## src/rtl/fifo_rd_pkg.sv

```systemverilog
// ----------------------------------------------------------------------------
// fifo_rd_pkg
// Shared constants and types for the sync_fifo read-side stream master.
//   WIDTH_DEF / CNT_W_DEF : default data width and delivered-word counter width
//   BUF_DEPTH             : entries in the output buffer that hides read latency
//   RD_LAT                : sync_fifo read latency in cycles (data follows r_en)
//   occ_t                 : output buffer occupancy (0..BUF_DEPTH)
// ----------------------------------------------------------------------------
package fifo_rd_pkg;

    localparam int WIDTH_DEF = 8;
    localparam int CNT_W_DEF = 16;
    localparam int BUF_DEPTH = 2;
    localparam int RD_LAT    = 1;

    typedef logic [1:0] occ_t;

endpackage

```

## src/rtl/stream_skid_buf.sv

```systemverilog
// ----------------------------------------------------------------------------
// stream_skid_buf
// Two-entry in-order buffer sitting between the FIFO read port and the
// downstream stream. Words enter at the tail and leave from the head.
// Ports:
//   clk, rst   : clock and asynchronous active-high reset
//   push       : write push_data into the tail slot this cycle
//   push_data  : word to write
//   pop        : retire the head word this cycle (only while occupancy != 0)
//   occupancy  : number of stored words (0..2)
//   head       : current head word; holds the last popped word while empty
// ----------------------------------------------------------------------------
module stream_skid_buf
    import fifo_rd_pkg::*;
#(
    parameter int WIDTH = WIDTH_DEF
) (
    input  logic             clk,
    input  logic             rst,
    input  logic             push,
    input  logic [WIDTH-1:0] push_data,
    input  logic             pop,
    output occ_t             occupancy,
    output logic [WIDTH-1:0] head
);

    logic [WIDTH-1:0] mem [0:1];
    logic             head_ptr;
    logic             tail_ptr;

    // Storage, pointers and occupancy. A simultaneous push and pop leaves the
    // occupancy unchanged while both pointers advance, so order is preserved.
    always_ff @(posedge clk or posedge rst) begin
        if (rst) begin
            mem[0]    <= '0;
            mem[1]    <= '0;
            head_ptr  <= 1'b0;
            tail_ptr  <= 1'b0;
            occupancy <= '0;
        end else begin
            if (push) begin
                mem[tail_ptr] <= push_data;
                tail_ptr      <= ~tail_ptr;
            end
            if (pop) begin
                head_ptr <= ~head_ptr;
            end
            case ({push, pop})
                2'b10:   occupancy <= occupancy + 2'd1;
                2'b01:   occupancy <= occupancy - 2'd1;
                default: occupancy <= occupancy;
            endcase
        end
    end

    // When empty, the slot behind the head pointer still holds the word that
    // was popped last (a push into an empty buffer lands on the head slot),
    // so presenting it keeps out_data steady without an extra register.
    assign head = (occupancy == '0) ? mem[~head_ptr] : mem[head_ptr];

    // The issue logic upstream guarantees room for every word in flight.
    assert property (@(posedge clk) disable iff (rst)
        !(push && !pop && occupancy == 2'd2));

    assert property (@(posedge clk) disable iff (rst)
        !(pop && occupancy == 2'd0));

endmodule

```

## src/rtl/fifo_stream_reader.sv

```systemverilog
// ----------------------------------------------------------------------------
// fifo_stream_reader
// Read-side master for sync_fifo: issues r_en reads, captures the data one
// cycle later into a 2-entry buffer and presents it as a valid/ready stream.
// Sustains one word per clock under continuous out_ready.
// Ports:
//   clk, rst   : clock and asynchronous active-high reset
//   en         : allow new FIFO reads
//   empty      : FIFO empty flag
//   r_en       : FIFO read enable (combinational, forced low during reset)
//   fifo_data  : FIFO data_out, valid the cycle after an accepted r_en
//   out_valid  : stream word valid
//   out_ready  : downstream accepts the word
//   out_data   : stream word
//   rd_count   : number of delivered words, wraps modulo 2^CNT_W
// ----------------------------------------------------------------------------
module fifo_stream_reader
    import fifo_rd_pkg::*;
#(
    parameter int WIDTH = WIDTH_DEF,
    parameter int CNT_W = CNT_W_DEF
) (
    input  logic             clk,
    input  logic             rst,
    input  logic             en,
    input  logic             empty,
    output logic             r_en,
    input  logic [WIDTH-1:0] fifo_data,
    output logic             out_valid,
    input  logic             out_ready,
    output logic [WIDTH-1:0] out_data,
    output logic [CNT_W-1:0] rd_count
);

    occ_t       occupancy;
    logic       inflight;
    logic       pop;
    logic       issue;
    logic [2:0] committed;

    assign out_valid = (occupancy != '0);
    assign pop       = out_valid && out_ready;

    // Slots already promised after this cycle's pop: buffered words plus the
    // word arriving from the FIFO. Counting the pop lets a new read go out in
    // the same cycle a word leaves, which is what gives full throughput; it
    // makes out_ready -> r_en a deliberate combinational path.
    assign committed = {1'b0, occupancy} + {2'b00, inflight} - {2'b00, pop};
    assign issue     = en && !empty && (committed < 3'(BUF_DEPTH));
    assign r_en      = issue && !rst;

    // A read accepted at one edge returns its word for capture at the next.
    always_ff @(posedge clk or posedge rst) begin
        if (rst) begin
            inflight <= 1'b0;
        end else begin
            inflight <= r_en;
        end
    end

    // Delivered-word counter, wrapping naturally at its width.
    always_ff @(posedge clk or posedge rst) begin
        if (rst) begin
            rd_count <= '0;
        end else if (pop) begin
            rd_count <= rd_count + CNT_W'(1);
        end
    end

    stream_skid_buf #(
        .WIDTH (WIDTH)
    ) u_buf (
        .clk       (clk),
        .rst       (rst),
        .push      (inflight),
        .push_data (fifo_data),
        .pop       (pop),
        .occupancy (occupancy),
        .head      (out_data)
    );

endmodule

```

## config.mk

```make
export PLATFORM = sky130hd
export DESIGN_NAME = fifo_stream_reader
export DESIGN_NICKNAME = d
export VERILOG_FILES = /design/src/rtl/fifo_rd_pkg.sv /design/src/rtl/stream_skid_buf.sv /design/src/rtl/fifo_stream_reader.sv
export SDC_FILE = /design/constraint.sdc
export NUM_CORES = 1
export LEC_CHECK = 0
export ABC_AREA = 1
export BUFFER_PORTS_ARGS = -buffer_cell sky130_fd_sc_hd__buf_2
export CORE_MARGIN = 3
export CORE_UTILIZATION = 58
export DETAILED_ROUTE_END_ITERATION = 16
export GPL_TIMING_DRIVEN = 0
export PLACE_DENSITY_LB_ADDON = 0.25
export SYNTH_ARGS = -nofsm -noshare
export SYNTH_HDL_FRONTEND = slang
export SYNTH_SLANG_ARGS = --single-unit
```

## constraint.sdc

```tcl
create_clock -name clk -period 4.9 [get_ports clk]
set_input_delay 1.47 -clock clk [delete_from_list [all_inputs] [get_ports clk]]
set_output_delay 1.47 -clock clk [all_outputs]
set_load 0.1 [all_outputs]
```

==> impl_metrics.toml, run 1 <==
[drt]
via_per_inst = 4.93
avgRoutedWirePerCell_um = 12.1
dr.pass1.iters = 4
drt_iter0_markers = 90
wl_mm = 3.68
num_vias = 1505
drcViolationCount = 0
ant_nets = 0

[setup_path]
crit_arrival_ns = 3.23
timing_worst_setup_path_type = "in -> out"
critical_path_buf_inv_count = 3
path_delay_family = "simple AND/OR/NAND/NOR gates"
path_cells = "buf_2, inv_1, nor2_8, nand2_1, o21ai_2, nand2_1, fa_1, nand2_1, nor4_4, buf_6"
start_kind = "input port"
required_ns = 3.43
crit_slowest_cell = "fa_1"
cpMostUsedCell = "nand2_1"
crit_fanout = 4
max_stage_delay_ns = 0.49
end_kind = "output port"

[logic_synthesis]
syn-num-nets = 229
yosysMostFrequentCell = "nand2_1"
synth_warnings = 0
synth_area_leaders = "dfrtp_1, nand2_1, inv_1, o21ai_0, xor2_1"
synthTopCellsByCount = "nand2_1, dfrtp_1, inv_1"
synth_edf_count = 0
postSynthAreaPerCell_um2 = 8.71
ys_async_sr_fraction = 1.00
synth_cell_types = 25
syn_inst = 214
synth_top_flop_cell = "dfrtp_1"
synth_area_leader_cell = "dfrtp_1"
synth_area_um2 = 1860
ys_ff_latch = 37
ys_seq_area_frac = 0.497
yosysTopAreaCellShare = 0.497

[clock_tree]
clock_latency_ns = 0.35
clk_pin_slew_ns = 0.10
h-tree-depth = 2
clock_path_buffers = 2
cts_root_buf = "clkbuf_4"
cts_buffers = 5
cts_tree = "done"
cts.sinks = 37

[run_status]
status = "finished clean"

[floorplan]
rows = 19
dieHeight_um = 62.7
dieArea_um2 = 3930
core_area_um2 = 2900
initial_core_util = 0.642
ioPinCount = 39
fp.dieW_um = 62.7

[job]
cap_viol_max_count = 0

[global_routing]
gr-usage-all-layers = 0.209
overflow = 0
grt_pass1_wl_mm = 6.45
grt_antenna_before_repair = 0
grt_max_degree = 24
grt_pass1_vias = 1390

[sta]
fin_crit_sh = 0.958
worstMarginPinSlew_ns = 0.625
setup_ws_ns = 0.204
finClkSkew_ns = 0.0160
setup_viol = 0
hold_ws_ns = 0.498
rsz0062_at_grt = "no"
final_hold_viol_count = 0
relSlewSlack = 0.583
min_period_ns = 4.70
fmax_ghz = 0.213
slew_viol_final = 0

[placement]
port_buffers = 38
dpl_worst_slack_ns = -0.143
placed_cell_area_um2 = 2150
place_inst = 295
dp_hpwl_mm = 2.71
gp_congestion = 0.778

[cells_and_area]
antenna_cells = 0
fin_cells = 305
finalNetCount = 277
design_area_um2 = 2260
n_fill_cell = 233
drive_gt1_frac = 0.240
areaGrowthSynthToFinish_pct = 21.2

[worst_hold_path]
min_path_type = "reg -> reg"
kinds of logic after synthesis:
kind of cell / count (synthesis) / share of synthesized area
adder cells (fa/ha/maj): 2 / 0.0175
XOR/XNOR: 15 / 0.0806
buffers and inverters: 39 / 0.0907
AND/OR/NAND/NOR: 95 / 0.241
flip-flops: 37 / 0.497
AO/OA/AOI/OAI: 26 / 0.0732
registers in the layout, summed over array words and instances, names as in the netlist:
| signal | flops |
|---|---|
| u_buf.tail_ptr | 1 |
| u_buf.mem | 16 |
| rd_count | 16 |
| u_buf.occupancy | 2 |
| inflight | 1 |
| u_buf.head_ptr | 1 |
worst register-to-register path, stage by stage (launching register included):
cell and delay [ns]:
dfrtp_1 0.51, nor2_4 0.12, nor2_8 0.14, nand2_1 0.12
o21ai_2 0.11, nand2_1 0.09, fa_1 0.49, nand2_1 0.08
nor4_4 0.25
worst paths after layout:
path,start,endpoint,slack [ns],depth (start not counted)
worst max-delay path,out_ready,r_en,0.20,10
worst min-delay path,u_buf.mem[7],u_buf.mem[7],0.50,2
worst max register to register,u_buf.occupancy[1],inflight,2.91,8
worst min register to register,u_buf.mem[7],u_buf.mem[7],0.50,2
max in group asynchronous,rst,u_buf.mem[7],3.16,3
min in group asynchronous,rst,rd_count[0],1.20,2
per-layer routing:
metal  GRT usage  routed length (µm)  vias up
li1            -                   -      758
met1       0.282                1630      708
met2       0.322                1800       34
met3      0.0576                 195        5
met4      0.0771                  52        0
met5           0                   0        -
stage by stage:
step | utilization | setup TNS [ns]
finish | 0.779 | 0
global route | 0.779 | 0
CTS | 0.774 | 0
detailed placement | 0.741 | -0.143
global placement | 0.731 | -0.0912
floorplan | - | -0.244
placed cells by master (no fill, tap or decap), drive strengths merged:
cell,count
or2,1
inv,35
nand4,3
nor3,1
buf,44
xnor2,3
o21ai,25
o211ai,1
clkbuf,7
ha,1
fa,1
nand2,65
nor4,1
nand3,8
dfrtp,37
clkinvlp,1
xor2,12
nor2,16
bufinv,1
repair_timing:
item | 4_1_cts | 5_1_grt
setup buffers | 0 | 2
endpoints found under the setup margin | 1 | 1
pin swaps | 0 | 1
hold buffers | 0 | 0
resized for setup | 2 | 0
area by class of cell:
class                   count  area, µm²  area share
flip-flops and latches     37        926       0.410
multi-input cells         138        783       0.347
repair buffers             41        239       0.106
inverters                  35        131      0.0582
well taps                  42       52.6      0.0233
clock buffers               6       51.3      0.0227
clock inverters             2       37.5      0.0166
plain buffers               4       37.5      0.0166
Power of run 1 is not shown: default switching activity piles up to over one toggle a cycle in this logic, so the estimate is an artifact.
==> run 2, diff against run 1 <==
SETUP_SLACK_MARGIN = 0.3   (was unset)
==> run 2 against run 1 <==
Core utilization increased by 2.2 points. Final cell count is 0.98% higher. Count of clock-buffer cells in the layout unchanged. First-iteration DRC count increased by 11%. Sequential share of layout area decreased by 1.1 points. Worst hold slack got worse by 0.0024 ns. Clock skew barely moved. Critical endpoint unchanged.
==> impl_metrics.toml, run 2 (same netlist as run 1, synthesis figures left out) <==
[placement]
port_buffers = 38
dp_hpwl_mm = 2.71
gp_congestion = 0.778
placed_cell_area_um2 = 2150
place_inst = 295

[worst_hold_path]
min_path_type = "reg -> reg"

[floorplan]
fp.dieW_um = 62.7
rows = 19
initial_core_util = 0.642
dieHeight_um = 62.7
core_area_um2 = 2900
ioPinCount = 39
dieArea_um2 = 3930

[setup_path]
crit_fanout = 3
reg2reg_slack_ns = 2.82
r2r-end = "inflight"
crit_arrival_ns = 3.14
required_ns = 3.43
start_kind = "input port"
crit_path_start = "out_ready"
endpoint = "r_en"
r2r_cells = 9
timing_worst_setup_path_type = "in -> out"
end_kind = "output port"
r2r-start = "u_buf.occupancy[1]"

[job]
cap_viol_max_count = 0

[run_status]
status = "finished clean"

[sta]
rsz0062_at_grt = "yes"
final_hold_viol_count = 0
hold_ws_ns = 0.496
relSlewSlack = 0.583
worstMarginPinSlew_ns = 0.625
min_period_ns = 4.61
finClkSkew_ns = 0.0163
fin_crit_sh = 0.940
fmax_ghz = 0.217
setup_viol = 0
slew_viol_final = 0

[cells_and_area]
drive_gt1_frac = 0.263
layout_common_cells = "nand2_1, dfrtp_1, buf_2, inv_1, o21ai_0"
fin_cells = 308
finalNetCount = 280
antenna_cells = 0
layout_commonest_cell = "nand2_1"
areaGrowthSynthToFinish_pct = 24.7
n_fill_cell = 213
design_area_um2 = 2320
top_regs = "rd_count: 16 flops, u_buf.mem: 16 flops, u_buf.occupancy: 2 flops"

[drt]
drt_iter0_markers = 100
num_vias = 1539
via_per_inst = 5.00
avgRoutedWirePerCell_um = 12.8
ant_nets = 0
drcViolationCount = 0
dr_wl_met3_um = 209
wl_mm = 3.93
wl_met1_mm = 1.72
top_layer_used = "met4"
met2_wirelength_mm = 1.95
dr.pass1.iters = 4

[global_routing]
gr-usage-all-layers = 0.211
grt_pass1_vias = 1407
grt_max_degree = 24
overflow = 0
grt_pass1_wl_mm = 6.52
grt_antenna_before_repair = 0

[clock_tree]
cts_buffers = 5
cts.sinks = 37
cts_tree = "done"
ctsHoldBuffers = 0
cts_root_buf = "clkbuf_4"
h-tree-depth = 2
clk_pin_slew_ns = 0.10
clock_latency_ns = 0.36
clock_path_buffers = 2
[run 2: cell count changes in the layout (fill, tap and decap cells not counted), sizes merged]
| cell | before | now |
|---|---|---|
| buf | 44 | 47 |
[run 2: how the worst min path moves through the flow]
stage / from / to / slack, ns / cells after the start
floorplan: u_buf.mem[11] / u_buf.mem[11] / 0.45 / 2
global placement: u_buf.mem[11] / u_buf.mem[11] / 0.47 / 2
detailed placement: u_buf.mem[12] / u_buf.mem[12] / 0.47 / 2
CTS: u_buf.mem[12] / u_buf.mem[12] / 0.50 / 2
global route: u_buf.mem[11] / u_buf.mem[11] / 0.53 / 2
finish: u_buf.mem[12] / u_buf.mem[12] / 0.50 / 2
[run 2: layout make-up]
type / count / area (µm²) / share of cell area
multi-input combinational: 138 / 803 / 0.346
inverter: 35 / 139 / 0.0598
tap: 42 / 52.6 / 0.0226
buffer: 4 / 37.5 / 0.0162
clock inverter: 2 / 37.5 / 0.0162
sequential: 37 / 926 / 0.398
clock buffer: 6 / 51.3 / 0.0221
timing repair buffer: 44 / 277 / 0.119
[run 2: layer usage]
metal	vias to the layer above	GRT usage
met2	37	0.330
met5	-	0
met4	0	0.0771
met3	5	0.0558
li1	762	-
met1	735	0.283
[run 2: per-stage QoR]
step           TNS, ns  utilization  worst slack [ns]
6_report             0        0.801             0.294
4_1_cts              0        0.777             0.324
5_1_grt              0        0.801             0.226
3_5_place_dp    -0.143        0.741            -0.143
3_3_place_gp   -0.0912        0.731           -0.0912
2_1_floorplan   -0.244            -            -0.244
[run 2: critical path: stages]
cell and delay (ns):
buf_12 0.10, inv_8 0.04, nor2_8 0.11, nand2_4 0.07
o21ai_4 0.08, nand2_2 0.08, fa_1 0.53, nand2_2 0.07
nor4_4 0.31, buf_6 0.27
[run 2: repair_timing]
| action | in CTS | in global routing |
|---|---|---|
| setup endpoints to repair | 1 | 1 |
| pin swaps | 1 | 4 |
| gates resized for setup | 4 | 12 |
| setup buffers | 1 | 4 |
Power of run 2 is left out for the same reason.
==> run 3, diff against run 2 <==
CORE_UTILIZATION = 54   (was 58)
clock period = 4.5 ns   (was 4.9 ns; I/O delays follow)
==> run 3 against run 2 <==
Worst hold slack better by 0.0020 ns. Flip-flop and latch count stayed put. Final area shrank 0.92%. Core utilization down 7.7 points. Register-to-register slack worse by 0.51 ns. Worst setup slack worse by 0.042 ns. Critical path type unchanged. Highest routed layer unchanged.
==> impl_metrics.toml, run 3 (same netlist as run 1, synthesis figures left out) <==
[run_status]
status = "finished clean"

[setup_path]
required_ns = 3.15
crit_slowest_cell = "fa_1"
r2r_cells = 10
crit_path_start = "out_ready"
r2r-end = "inflight"
crit_fanout = 3
path_delay_family = "buffers and inverters"
r2r-start = "u_buf.occupancy[1]"
endpoint = "r_en"
max_stage_delay_ns = 0.51
start_kind = "input port"
crit_arrival_ns = 2.90
timing_worst_setup_path_type = "in -> out"
path_cells = "buf_8, inv_8, nor2_8, nand2_4, buf_4, inv_1, fa_1, nand2_2, nor4_4, buf_6"
reg2reg_slack_ns = 2.31
critical_path_buf_inv_count = 5
end_kind = "output port"
cp_num_cells = 10

[cells_and_area]
layout_common_cells = "nand2_1, dfrtp_1, buf_2, inv_1, o21ai_0"
drive_gt1_frac = 0.268
finalNetCount = 283
design_area_um2 = 2300
areaGrowthSynthToFinish_pct = 23.6
layout_commonest_cell = "nand2_1"
antenna_cells = 0
top_regs = "rd_count: 16 flops, u_buf.mem: 16 flops, u_buf.occupancy: 2 flops"
final_util = 0.724

[drt]
wl_mm = 3.81
drcViolationCount = 0
num_vias = 1507
ant_nets = 0
drt_iter0_markers = 82
avgRoutedWirePerCell_um = 12.2
via_per_inst = 4.81
dr.pass1.iters = 4

[sta]
fin_setup_tns_ns = 0
slew_viol_final = 0
worstMarginPinSlew_ns = 0.892
min_period_ns = 4.25
relSlewSlack = 0.404
fmax_ghz = 0.235
fin_crit_sh = 0.944
hold_ws_ns = 0.498
rsz0062_at_grt = "yes"
finClkSkew_ns = 0.00638
setup_viol = 0
final_hold_viol_count = 0

[clock_tree]
h-tree-depth = 2
clock_path_buffers = 2
cts_root_buf = "clkbuf_4"
cts_buffers = 5
ctsHoldBuffers = 0
clock_latency_ns = 0.35
cts_tree = "done"
cts.sinks = 37
clk_pin_slew_ns = 0.11

[floorplan]
initial_core_util = 0.586
dieArea_um2 = 4190
dieHeight_um = 64.7
rows = 20
core_area_um2 = 3180
ioPinCount = 39
fp.dieW_um = 64.7

[placement]
dp_hpwl_mm = 2.64
placed_cell_area_um2 = 2140
gp_congestion = 0.761
port_buffers = 38

[global_routing]
overflow = 0
gr-usage-all-layers = 0.201
grt_pass1_vias = 1485
grt_pass1_wl_mm = 6.46
grt_antenna_before_repair = 0
grt_max_degree = 24

[job]
cap_viol_max_count = 0

[worst_hold_path]
min_path_type = "reg -> reg"
[run 3: cell count changes in the layout (fill, tap and decap cells not counted), moves of 2 or more]
cell and delta:
o21ai_0 -8, o21ai_1 +8, buf_4 +3, buf_8 +2
[run 3: metal layers]
metal / GRT usage / vias to the layer above / wire length [µm]
li1: - / 765 / -
met1: 0.232 / 690 / 1620
met2: 0.363 / 45 / 1930
met3: 0.0416 / 7 / 185
met4: 0.0792 / 0 / 70
met5: 0 / - / 0
[run 3: what timing repair did]
item,4_1_cts,5_1_grt
endpoints found under the setup margin,1,1
buffers inserted,5,3
pin swaps,4,2
gates resized for setup,11,1
[run 3: worst min-delay path by stage]
stage                        from            end  slack [ns]  cells after the start
detailed placement  u_buf.mem[13]  u_buf.mem[13]        0.47                      2
CTS                  u_buf.mem[5]   u_buf.mem[5]        0.50                      2
global placement     u_buf.mem[1]   u_buf.mem[1]        0.47                      2
floorplan           u_buf.mem[11]  u_buf.mem[11]        0.45                      2
global route         u_buf.mem[4]   u_buf.mem[4]        0.52                      2
finish               u_buf.mem[1]   u_buf.mem[1]        0.50                      2
[run 3: layout make-up]
cell class / instances / area [µm²]
sequential: 37 / 926
multi-input combinational: 138 / 793
clock buffer: 7 / 65.1
fill: 255 / 876
buffer: 4 / 37.5
timing repair buffer: 47 / 282
tap: 44 / 55.1
clock inverter: 1 / 5.00
inverter: 35 / 139
[run 3: through the flow]
| step | cells | setup slack, ns |
|---|---|---|
| 6_report | 313 | 0.252 |
| 5_1_grt | 313 | 0.212 |
| 4_1_cts | 310 | 0.228 |
| 3_5_place_dp | 297 | -0.267 |
| 3_3_place_gp | 296 | -0.255 |
| 2_1_floorplan | 214 | -0.404 |
[run 3: worst reg2reg max path, stage by stage, from the launching register on]
cell	delay, ns
dfrtp_1	0.49
nor2_4	0.26
nor2_8	0.07
nand2_4	0.07
buf_4	0.10
inv_1	0.04
fa_1	0.51
nand2_2	0.07
nor4_4	0.26
buf_4	0.16
buf_4	0.10
Power of run 3 is left out for the same reason.
